==> config.mk <==
export PLATFORM = sky130hd
export DESIGN_NAME = serial_to_parallel_receiver_8_bits
export DESIGN_NICKNAME = d
export VERILOG_FILES = /design/src/rtl/serial_to_parallel_receiver_8_bits_pkg.sv /design/src/rtl/serial_to_parallel_receiver_8_bits_holding.sv /design/src/rtl/serial_to_parallel_receiver_8_bits.sv
export SDC_FILE = /design/constraint.sdc
export NUM_CORES = 1
export LEC_CHECK = 0
export BUFFER_PORTS_ARGS = -buffer_cell sky130_fd_sc_hd__buf_2
export CAP_MARGIN = 20
export CORE_MARGIN = 5
export CORE_UTILIZATION = 41
export CTS_BUF_LIST = sky130_fd_sc_hd__clkbuf_16
export DETAILED_ROUTE_END_ITERATION = 12
export GPL_ROUTABILITY_DRIVEN = 0
export HOLD_SLACK_MARGIN = 0.15
export PLACE_DENSITY = 0.71
export RECOVER_POWER = 25
export SLEW_MARGIN = 25
export SYNTH_ARGS = -nofsm -noshare
export SYNTH_HDL_FRONTEND = slang
export SYNTH_HIERARCHICAL = 1
export SYNTH_SLANG_ARGS = --single-unit
==> constraint.sdc <==
create_clock -name Clk_In -period 1.6 [get_ports Clk_In]
set_input_delay 0.32 -clock Clk_In [delete_from_list [all_inputs] [get_ports Clk_In]]
set_output_delay 0.32 -clock Clk_In [all_outputs]
set_load 0.005 [all_outputs]
==> src/rtl/serial_to_parallel_receiver_8_bits_pkg.sv <==
// Shared types and helpers for the serial-to-parallel receiver.
package serial_receiver_pkg;

   typedef enum logic {IDLE, RECEIVE} rx_state_e;

   localparam int unsigned DEFAULT_DATA_WIDTH = 8;

   // Counter must reach DATA_WIDTH-1 and still show a full-width debug value.
   function automatic int unsigned count_width(input int unsigned width);
      return $clog2(width) + 1;
   endfunction

endpackage

==> src/rtl/serial_to_parallel_receiver_8_bits_holding.sv <==
// Output holding register: one-deep valid/ready buffer with sticky overrun.
module serial_receiver_holding_register
   import serial_receiver_pkg::*;
#(
   parameter int unsigned DATA_WIDTH = DEFAULT_DATA_WIDTH
) (
   input  logic                  i_clk,
   input  logic                  i_rst,
   input  logic                  i_load_req,
   input  logic [DATA_WIDTH-1:0] i_word,
   input  logic                  i_ready,
   input  logic                  i_clear,
   output logic [DATA_WIDTH-1:0] o_data,
   output logic                  o_valid,
   output logic                  o_overrun
);

   logic [DATA_WIDTH-1:0] r_data;
   logic                  r_valid;
   logic                  r_overrun;
   logic                  w_load;
   logic                  w_drop;

   // A held word may be replaced only on the same edge it is consumed.
   assign w_load = i_load_req && (!r_valid || i_ready);
   assign w_drop = i_load_req && r_valid && !i_ready;

   always_ff @(posedge i_clk or posedge i_rst) begin
      if (i_rst) begin
         r_data    <= '0;
         r_valid   <= 1'b0;
         r_overrun <= 1'b0;
      end else begin
         if (w_load) begin
            r_data  <= i_word;
            r_valid <= 1'b1;
         end else if (r_valid && i_ready) begin
            r_valid <= 1'b0;
         end
         if (w_drop) begin
            r_overrun <= 1'b1;
         end else if (i_clear) begin
            r_overrun <= 1'b0;
         end
      end
   end

   assign o_data    = r_data;
   assign o_valid   = r_valid;
   assign o_overrun = r_overrun;

endmodule

==> src/rtl/serial_to_parallel_receiver_8_bits.sv <==
// Strobe-qualified, frame-synced serial deserializer feeding a one-word output buffer.
module serial_to_parallel_receiver_8_bits
   import serial_receiver_pkg::*;
#(
   parameter int unsigned DATA_WIDTH = DEFAULT_DATA_WIDTH,
   parameter bit          LSB_FIRST  = 1'b1
) (
   input  logic                                 Clk_In,
   input  logic                                 Reset_In,
   input  logic                                 Serial_Data_In,
   input  logic                                 Bit_Valid_In,
   input  logic                                 Frame_Sync_In,
   input  logic                                 Data_Ready_In,
   input  logic                                 Clear_Status_In,
   output logic [DATA_WIDTH-1:0]                Parallel_Data_Out,
   output logic                                 Data_Valid_Out,
   output logic                                 Frame_Error_Out,
   output logic                                 Overrun_Out,
   output logic [count_width(DATA_WIDTH)-1:0]   Bit_Count_Out
);

   localparam int unsigned CW = count_width(DATA_WIDTH);
   localparam int unsigned IW = $clog2(DATA_WIDTH);
   localparam logic [IW-1:0] FIRST_IDX  = LSB_FIRST ? '0 : IW'(DATA_WIDTH - 1);
   localparam logic [CW-1:0] LAST_COUNT = CW'(DATA_WIDTH - 1);

   rx_state_e             r_state, w_state_next;
   logic [DATA_WIDTH-1:0] r_shift, w_shift_next;
   logic [CW-1:0]         r_count, w_count_next;
   logic                  r_frame_err, w_frame_err_next;
   logic                  w_word_done;
   logic [DATA_WIDTH-1:0] w_word;
   logic [IW-1:0]         w_pos;

   always_ff @(posedge Clk_In or posedge Reset_In) begin
      if (Reset_In) begin
         r_state     <= IDLE;
         r_shift     <= '0;
         r_count     <= '0;
         r_frame_err <= 1'b0;
      end else begin
         r_state     <= w_state_next;
         r_shift     <= w_shift_next;
         r_count     <= w_count_next;
         r_frame_err <= w_frame_err_next;
      end
   end

   always_comb begin
      w_state_next     = r_state;
      w_shift_next     = r_shift;
      w_count_next     = r_count;
      w_frame_err_next = 1'b0;
      w_word_done      = 1'b0;
      w_word           = r_shift;
      w_pos            = LSB_FIRST ? r_count[IW-1:0] : IW'(DATA_WIDTH - 1) - r_count[IW-1:0];
      if (Bit_Valid_In) begin
         if (Frame_Sync_In) begin
            w_shift_next            = '0;
            w_shift_next[FIRST_IDX] = Serial_Data_In;
            w_count_next            = CW'(1);
            w_frame_err_next        = (r_state == RECEIVE);
            w_state_next            = RECEIVE;
         end else if (r_state == RECEIVE) begin
            w_shift_next[w_pos] = Serial_Data_In;
            // Completing bit is merged before the word leaves for the buffer.
            if (r_count == LAST_COUNT) begin
               w_word       = w_shift_next;
               w_word_done  = 1'b1;
               w_shift_next = '0;
               w_count_next = '0;
               w_state_next = IDLE;
            end else begin
               w_count_next = r_count + CW'(1);
            end
         end
      end
   end

   serial_receiver_holding_register #(
      .DATA_WIDTH(DATA_WIDTH)
   ) u_hold (
      .i_clk     (Clk_In),
      .i_rst     (Reset_In),
      .i_load_req(w_word_done),
      .i_word    (w_word),
      .i_ready   (Data_Ready_In),
      .i_clear   (Clear_Status_In),
      .o_data    (Parallel_Data_Out),
      .o_valid   (Data_Valid_Out),
      .o_overrun (Overrun_Out)
   );

   assign Frame_Error_Out = r_frame_err;
   assign Bit_Count_Out   = r_count;

endmodule

==> results.yml, run 1 <==
finish:
  fin_util: 0.563
  area_growth_pct: 29.7
  drive_gt1_frac: 0.447
  diodes: 0
  stdcell_count: 203
  nets: 168
yosys:
  synth_top_area_share: 0.446
  async_reset_ff_frac: 1.00
  yosys.area.top_type: "dfrtp_1"
  syn_area_per_cell_um2: 10.7
  synth-main-ff-cell: "dfrtp_1"
  ys_ff_latch: 24
  ys_types: 34
  synth_area_um2: 1350
  synth_edf_count: 0
  seq_area_frac_synth: 0.446
  ys_warn_count: 6
  synthMostInstantiatedCell: "dfrtp_1"
  synth_commonest_cells: "24 x dfrtp_1, 16 x nand2_1, 8 x mux2_4"
  synthCells: 126
  synth_nets: 134
  yosys-top-cells-area: "dfrtp_1 45%, mux2_4 8.9%, o211ai_2 6.5%"
global_routing:
  grt_pass1_vias: 1080
  track_usage: 0.157
  grt_start_max_net_pins: 15
  antenna_found_initial: 0
  grt.overflow.total: 0
  grt_pass1_wl_um: 5280
detailed_routing:
  avgViaCountPerCell: 5.28
  ant_nets: 0
  drc: 0
  wirelength_um: 3180
  vias: 1071
  wl_per_cell_um: 15.7
  dr.first_iter.drc_count: 42
  first_pass_iters: 4
timing:
  setup_slack_ns: -0.126
  skew_ns: 0.00209
  worst_pin_slew_ns: 0.601
  max_freq_mhz: 579
  timing.final.crit_share: 1.08
  slew_headroom: 0.599
  post-route-min-period_ns: 1.73
  rsz0062_at_grt: "true"
  fin_hold_ws_ns: 0.244
  hold_viol_final: 0
  drv_slew: 0
  setup_viol: 8
critical_path:
  reg2reg_to: "u_hold/o_data[4]$_DFFE_PP0P_"
  crit_family: "simple AND/OR/NAND/NOR gates"
  r2r_setup_slack_ns: -0.13
  cp.depth: 4
  worst_ep_arrival_time_ns: 1.87
  path_cells: "or3b_4 > nor3_4 > mux2_4 > mux2_4"
  required_ns: 1.74
  cpMostUsedCell: "mux2_4"
  startpoint: "Bit_Count_Out[0]$_DFFE_PP0P_"
  slowest_delay_ns: 0.43
  crit_fanout: 4
  critPathKind: "reg2reg"
  r2r_cells: 4
  crit_path_end_kind: "register"
  critPathCapture: "u_hold/o_data[4]$_DFFE_PP0P_"
  startpoint_type: "register"
  cp_num_buf_inv: 0
  regToRegStartpoint: "Bit_Count_Out[0]$_DFFE_PP0P_"
  slowest_stage: "or3b_4"
worst_hold_path:
  hp-class: "in2reg"
  worstHoldPathCells: 2
power_and_ir_drop:
  pwr_density_cell_nw_per_um2: 897
  finalPower_mw: 1.57
  ir_worst_vdd_uv: 579
  cellLeakagePower_nw: 0.908
floorplanning:
  die_area_um2: 4530
  die_h_um: 67.3
  start_util: 0.434
  dieWidth_um: 67.3
  placementRows: 20
  coreArea_um2: 3100
  ios: 22
clock_tree:
  cts_buffer_depth: 2
  clkTransAtPathRegs_ns: 0.06
  numCtsBuffers: 3
  clock_latency_ns: 0.26
  cts_tree: "yes"
  cts.htree.levels: 1
  clock-sinks: 24
  root_buffer: "clkbuf_16"
flow_run:
  drv_cap: 0
outcome:
  violations: "setup timing"
  status: "complete, but fails checks"
placed_design:
  numPlacedInstances: 197
  pre_cts_ws_ns: -0.205
  io_buffers: 21
  dp_hpwl_um: 2220
## area by class of cell
cell class                      instances  area (um2)
Clock inverter                          1        3.75
Multi-Input combinational cell         84         729
Sequential cell                        24         601
Clock buffer                            3        75.1
Inverter                                6        22.5
Tap cell                               44        55.1
Fill cell                             290        1360
Timing Repair Buffer                   41         260
## worst min-delay path by stage
stage                          startpoint  slack (ns)                            to
after floorplan                  Reset_In        0.16  u_hold/o_data[0]$_DFFE_PP0P_
after global placement           Reset_In        0.32  u_hold/o_data[5]$_DFFE_PP0P_
after detailed placement         Reset_In        0.35  u_hold/o_data[5]$_DFFE_PP0P_
after CTS                 Clear_Status_In        0.24  u_hold/o_overrun$_DFFE_PP0P_
after global routing      Clear_Status_In        0.25  u_hold/o_overrun$_DFFE_PP0P_
final                     Clear_Status_In        0.24  u_hold/o_overrun$_DFFE_PP0P_
## cells in the final DEF, fill, tap and decap left out, types with 2 or more instances in the layout
master / netlist / layout
o211ai_2: 7 / 7
buf_4: 1 / 16
nand4b_1: 3 / 3
mux2_4: 8 / 12
nand2_1: 16 / 16
clkbuf_1: 7 / 2
inv_1: 6 / 6
buf_2: 4 / 20
nand3b_1: 6 / 6
dfrtp_1: 24 / 24
nand3_1: 2 / 2
clkbuf_16: 0 / 3
a31oi_1: 3 / 3
o21ai_0: 6 / 6
nand2b_1: 4 / 3
nor3_4: 0 / 3
o21ai_1: 3 / 2
buf_6: 0 / 2
## cell families (layout without fill, tap and decap cells)
logic type      Yosys count  after routing  synth area share
compound gates           24             24             0.140
fa+ha+maj                 1              1           0.00929
buf+inv                  18             51            0.0567
flops                    24             24             0.446
mux                      13             13             0.130
simple gates             46             46             0.217
## metrics by stage
stage,TNS (ns),instance area [um2]
4_1_cts,-0.523,1720
3_5_place_dp,-1.16,1590
3_3_place_gp,-0.703,1590
5_1_grt,-1.60,1750
6_report,-0.651,1750
2_1_floorplan,-0.430,1350
## report_power, final
| group | internal, mW | switching, mW | total (mW) |
|---|---|---|---|
| Clock | 0.334 | 0.211 | 0.545 |
| Combinational | 0.155 | 0.186 | 0.341 |
| Sequential | 0.648 | 0.0335 | 0.681 |
## routing by layer
| layer | vias up | track usage | share of wire |
|---|---|---|---|
| met5 | - | 0 | 0 |
| met4 | 0 | 0.0456 | 0.013 |
| met3 | 5 | 0.0383 | 0.035 |
| met2 | 16 | 0.264 | 0.49 |
| met1 | 538 | 0.198 | 0.46 |
| li1 | 512 | - | - |
## sequential cells by signal, summed over array words and instances (netlist names)
register	cells
Bit_Count_Out	4
Frame_Error_Out	1
r_shift	8
r_state	1
u_hold/o_data	8
u_hold/o_overrun	1
u_hold/o_valid	1
## repair_timing
item	CTS	global route
pin swaps	4	10
endpoints found under the setup margin	8	16
endpoints found under the hold margin	24	0
setup buffers	1	0
gates resized for setup	9	6
hold buffers	1	0
Power figures use the tool's default switching activity.
==> run 2: changes to the inputs <==
--- a/config.mk
+++ b/config.mk
@@ -5,6 +5,7 @@
 export SDC_FILE = /design/constraint.sdc
 export NUM_CORES = 1
 export LEC_CHECK = 0
+export ABC_AREA = 1
 export BUFFER_PORTS_ARGS = -buffer_cell sky130_fd_sc_hd__buf_2
 export CAP_MARGIN = 20
 export CORE_MARGIN = 5
==> results.yml, run 2 <==
worst_hold_path:
  hp-class: "in2reg"
  worstHoldPathCells: 2
timing:
  fin_hold_ws_ns: 0.262
  slew_headroom: 0.626
  worst_pin_slew_ns: 0.560
  setup_slack_ns: 0.142
  post-route-min-period_ns: 1.46
  setup_viol: 0
  hold_viol_final: 0
  skew_ns: 0.00329
  rsz0062_at_grt: "false"
  fin_tns_setup_ns: 0
  timing.final.crit_share: 0.911
  max_freq_mhz: 686
  drv_slew: 0
critical_path:
  worst_ep_arrival_time_ns: 1.66
  r2r_setup_slack_ns: 0.14
  startpoint_type: "register"
  path_cells: "ha_1 > nand3_2 > nor2_4 > buf_4 > nand3_2 > nand2_1"
  r2r_cells: 6
  cp.depth: 6
  slowest_stage: "dfrtp_1"
  required_ns: 1.80
  critPathCapture: "u_hold/o_data[7]$_DFFE_PP0P_"
  crit_fanout: 11
  cp_num_buf_inv: 1
  startpoint: "Bit_Count_Out[1]$_DFFE_PP0P_"
  regToRegStartpoint: "Bit_Count_Out[1]$_DFFE_PP0P_"
  slowest_delay_ns: 0.35
  critPathKind: "reg2reg"
  reg2reg_to: "u_hold/o_data[7]$_DFFE_PP0P_"
  crit_path_end_kind: "register"
  crit_family: "simple AND/OR/NAND/NOR gates"
  cpMostUsedCell: "nand3_2"
clock_tree:
  numCtsBuffers: 3
  cts_tree: "yes"
  cts.htree.levels: 1
  clock-sinks: 24
  clock_latency_ns: 0.26
  cts_resized: 0
  cts_buffer_depth: 2
  root_buffer: "clkbuf_16"
  clkTransAtPathRegs_ns: 0.07
placed_design:
  pre_cts_ws_ns: 0.158
  io_buffers: 21
  dpl_cell_area_um2: 1520
  dp_hpwl_um: 2140
detailed_routing:
  avgViaCountPerCell: 4.71
  ant_nets: 0
  dr.first_iter.drc_count: 50
  wl_per_cell_um: 11.9
  vias: 1145
  drc: 0
  wirelength_um: 2880
  first_pass_iters: 4
yosys:
  yosys.area.top_type: "dfrtp_1"
  synthCells: 177
  synth_edf_count: 0
  synth_area_um2: 1400
  synth_top_area_share: 0.430
  synthMostInstantiatedCell: "nand2_1"
  ys_types: 23
  synth-main-ff-cell: "dfrtp_1"
  yosys-top-cells-area: "dfrtp_1 43%, nand2_1 22%, nand3_2 7.2%"
  syn_area_per_cell_um2: 7.88
  synth_nets: 185
  async_reset_ff_frac: 1.00
  synth_commonest_cells: "80 x nand2_1, 24 x dfrtp_1, 11 x nand3_1"
  seq_area_frac_synth: 0.430
  ys_warn_count: 6
  ys_ff_latch: 24
power_and_ir_drop:
  clkPwrFrac: 0.421
  pwr_density_cell_nw_per_um2: 1060
  intPower_mw: 1.26
  combinationalPowerShare: 0.184
  cellLeakagePower_nw: 0.885
  power_switching_mw: 0.467
  p_seq_frac: 0.395
  finalPower_mw: 1.72
  ir_worst_vdd_uv: 458
  p_sw_frac: 0.271
global_routing:
  grt_start_max_net_pins: 15
  grt_pass1_wl_um: 4820
  track_usage: 0.138
  grt.overflow.total: 0
  antenna_found_initial: 0
  grt_pass1_vias: 1100
finish:
  diodes: 0
  layout_commonest_cell: "nand2_1"
  nets: 206
  drive_gt1_frac: 0.269
  multi_input_area_um2: 659
  seqCellArea_um2: 601
  final_cell_mix: "81 x nand2_1, 24 x dfrtp_1, 18 x buf_2"
  num-fill-cells: 340
  final_area_um2: 1620
  area_growth_pct: 16.1
floorplanning:
  die_h_um: 68.3
  ios: 22
  die_area_um2: 4670
  dieWidth_um: 68.3
  placementRows: 21
  start_util: 0.421
  coreArea_um2: 3310
flow_run:
  drv_cap: 0
outcome:
  status: "finished, final reports clean"
run 2: cell types whose count changed in the layout (fill, tap and decap cells not counted), sizes merged, moves of 5 or more:
cell    before  now
buf         38   22
o211ai       7    1
o21ai        9    3
nor2         1    8
nor3         5    0
nand4        0    5
nand2       17   88
mux2        12    0
nand3b       7    0
inv          6   14
nand3        2   21
nand2b       5    0
run 2: power by group through the flow:
stage	clock, mW	combinational (mW)	sequential (mW)
6_report	0.725	0.317	0.680
4_1_cts	0.737	0.321	0.681
3_3_place_gp	0	0.314	0.692
5_1_grt	0.752	0.354	0.685
2_1_floorplan	0	0.237	0.689
3_5_place_dp	0	0.316	0.692
run 2: worst min path at each step:
stage | start | endpoint | slack [ns]
2_1_floorplan | Reset_In | u_hold/o_data[0]$_DFFE_PP0P_ | 0.16
3_3_place_gp | Reset_In | u_hold/o_data[7]$_DFFE_PP0P_ | 0.33
3_5_place_dp | Reset_In | u_hold/o_data[6]$_DFFE_PP0P_ | 0.33
4_1_cts | Clear_Status_In | u_hold/o_overrun$_DFFE_PP0P_ | 0.26
5_1_grt | Clear_Status_In | u_hold/o_overrun$_DFFE_PP0P_ | 0.27
6_report | Clear_Status_In | u_hold/o_overrun$_DFFE_PP0P_ | 0.26
run 2: metrics by stage:
stage | util | cells
2_1_floorplan | - | 177
3_3_place_gp | 0.458 | 238
3_5_place_dp | 0.458 | 238
4_1_cts | 0.492 | 243
5_1_grt | 0.489 | 243
6_report | 0.489 | 243
run 2: cell type report:
| cell class | count | share of cell area |
|---|---|---|
| multi-input cells | 129 | 0.407 |
| flip-flops and latches | 24 | 0.371 |
| repair buffers | 26 | 0.0873 |
| clock buffers | 3 | 0.0464 |
| well taps | 46 | 0.0355 |
| inverters | 14 | 0.0340 |
| clock inverters | 1 | 0.0185 |
run 2: repair_timing:
action                                 CTS  global route
hold buffers                             1             0
buffers inserted                         0             0
endpoints found under the hold margin   24             0
run 2: cell families after synthesis:
logic type,Yosys count,share of synthesized area
adder cells (fa/ha/maj),1,0.00897
AO/OA/AOI/OAI,6,0.0287
flip-flops,24,0.430
AND/OR/NAND/NOR,122,0.440
buffers and inverters,24,0.0915
run 2: worst reg2reg max path, stage by stage (launching register included):
cell and delay (ns):
dfrtp_1 0.35, ha_1 0.21, nand3_2 0.15, nor2_4 0.33
buf_4 0.22, nand3_2 0.07, nand2_1 0.07
run 2: metal layers:
layer	up-vias	routed length (um)	global-route usage
met2	16	1480	0.253
met3	4	69	0.0263
met4	0	27	0.0447
met1	535	1300	0.159
li1	590	-	-
met5	-	0	0
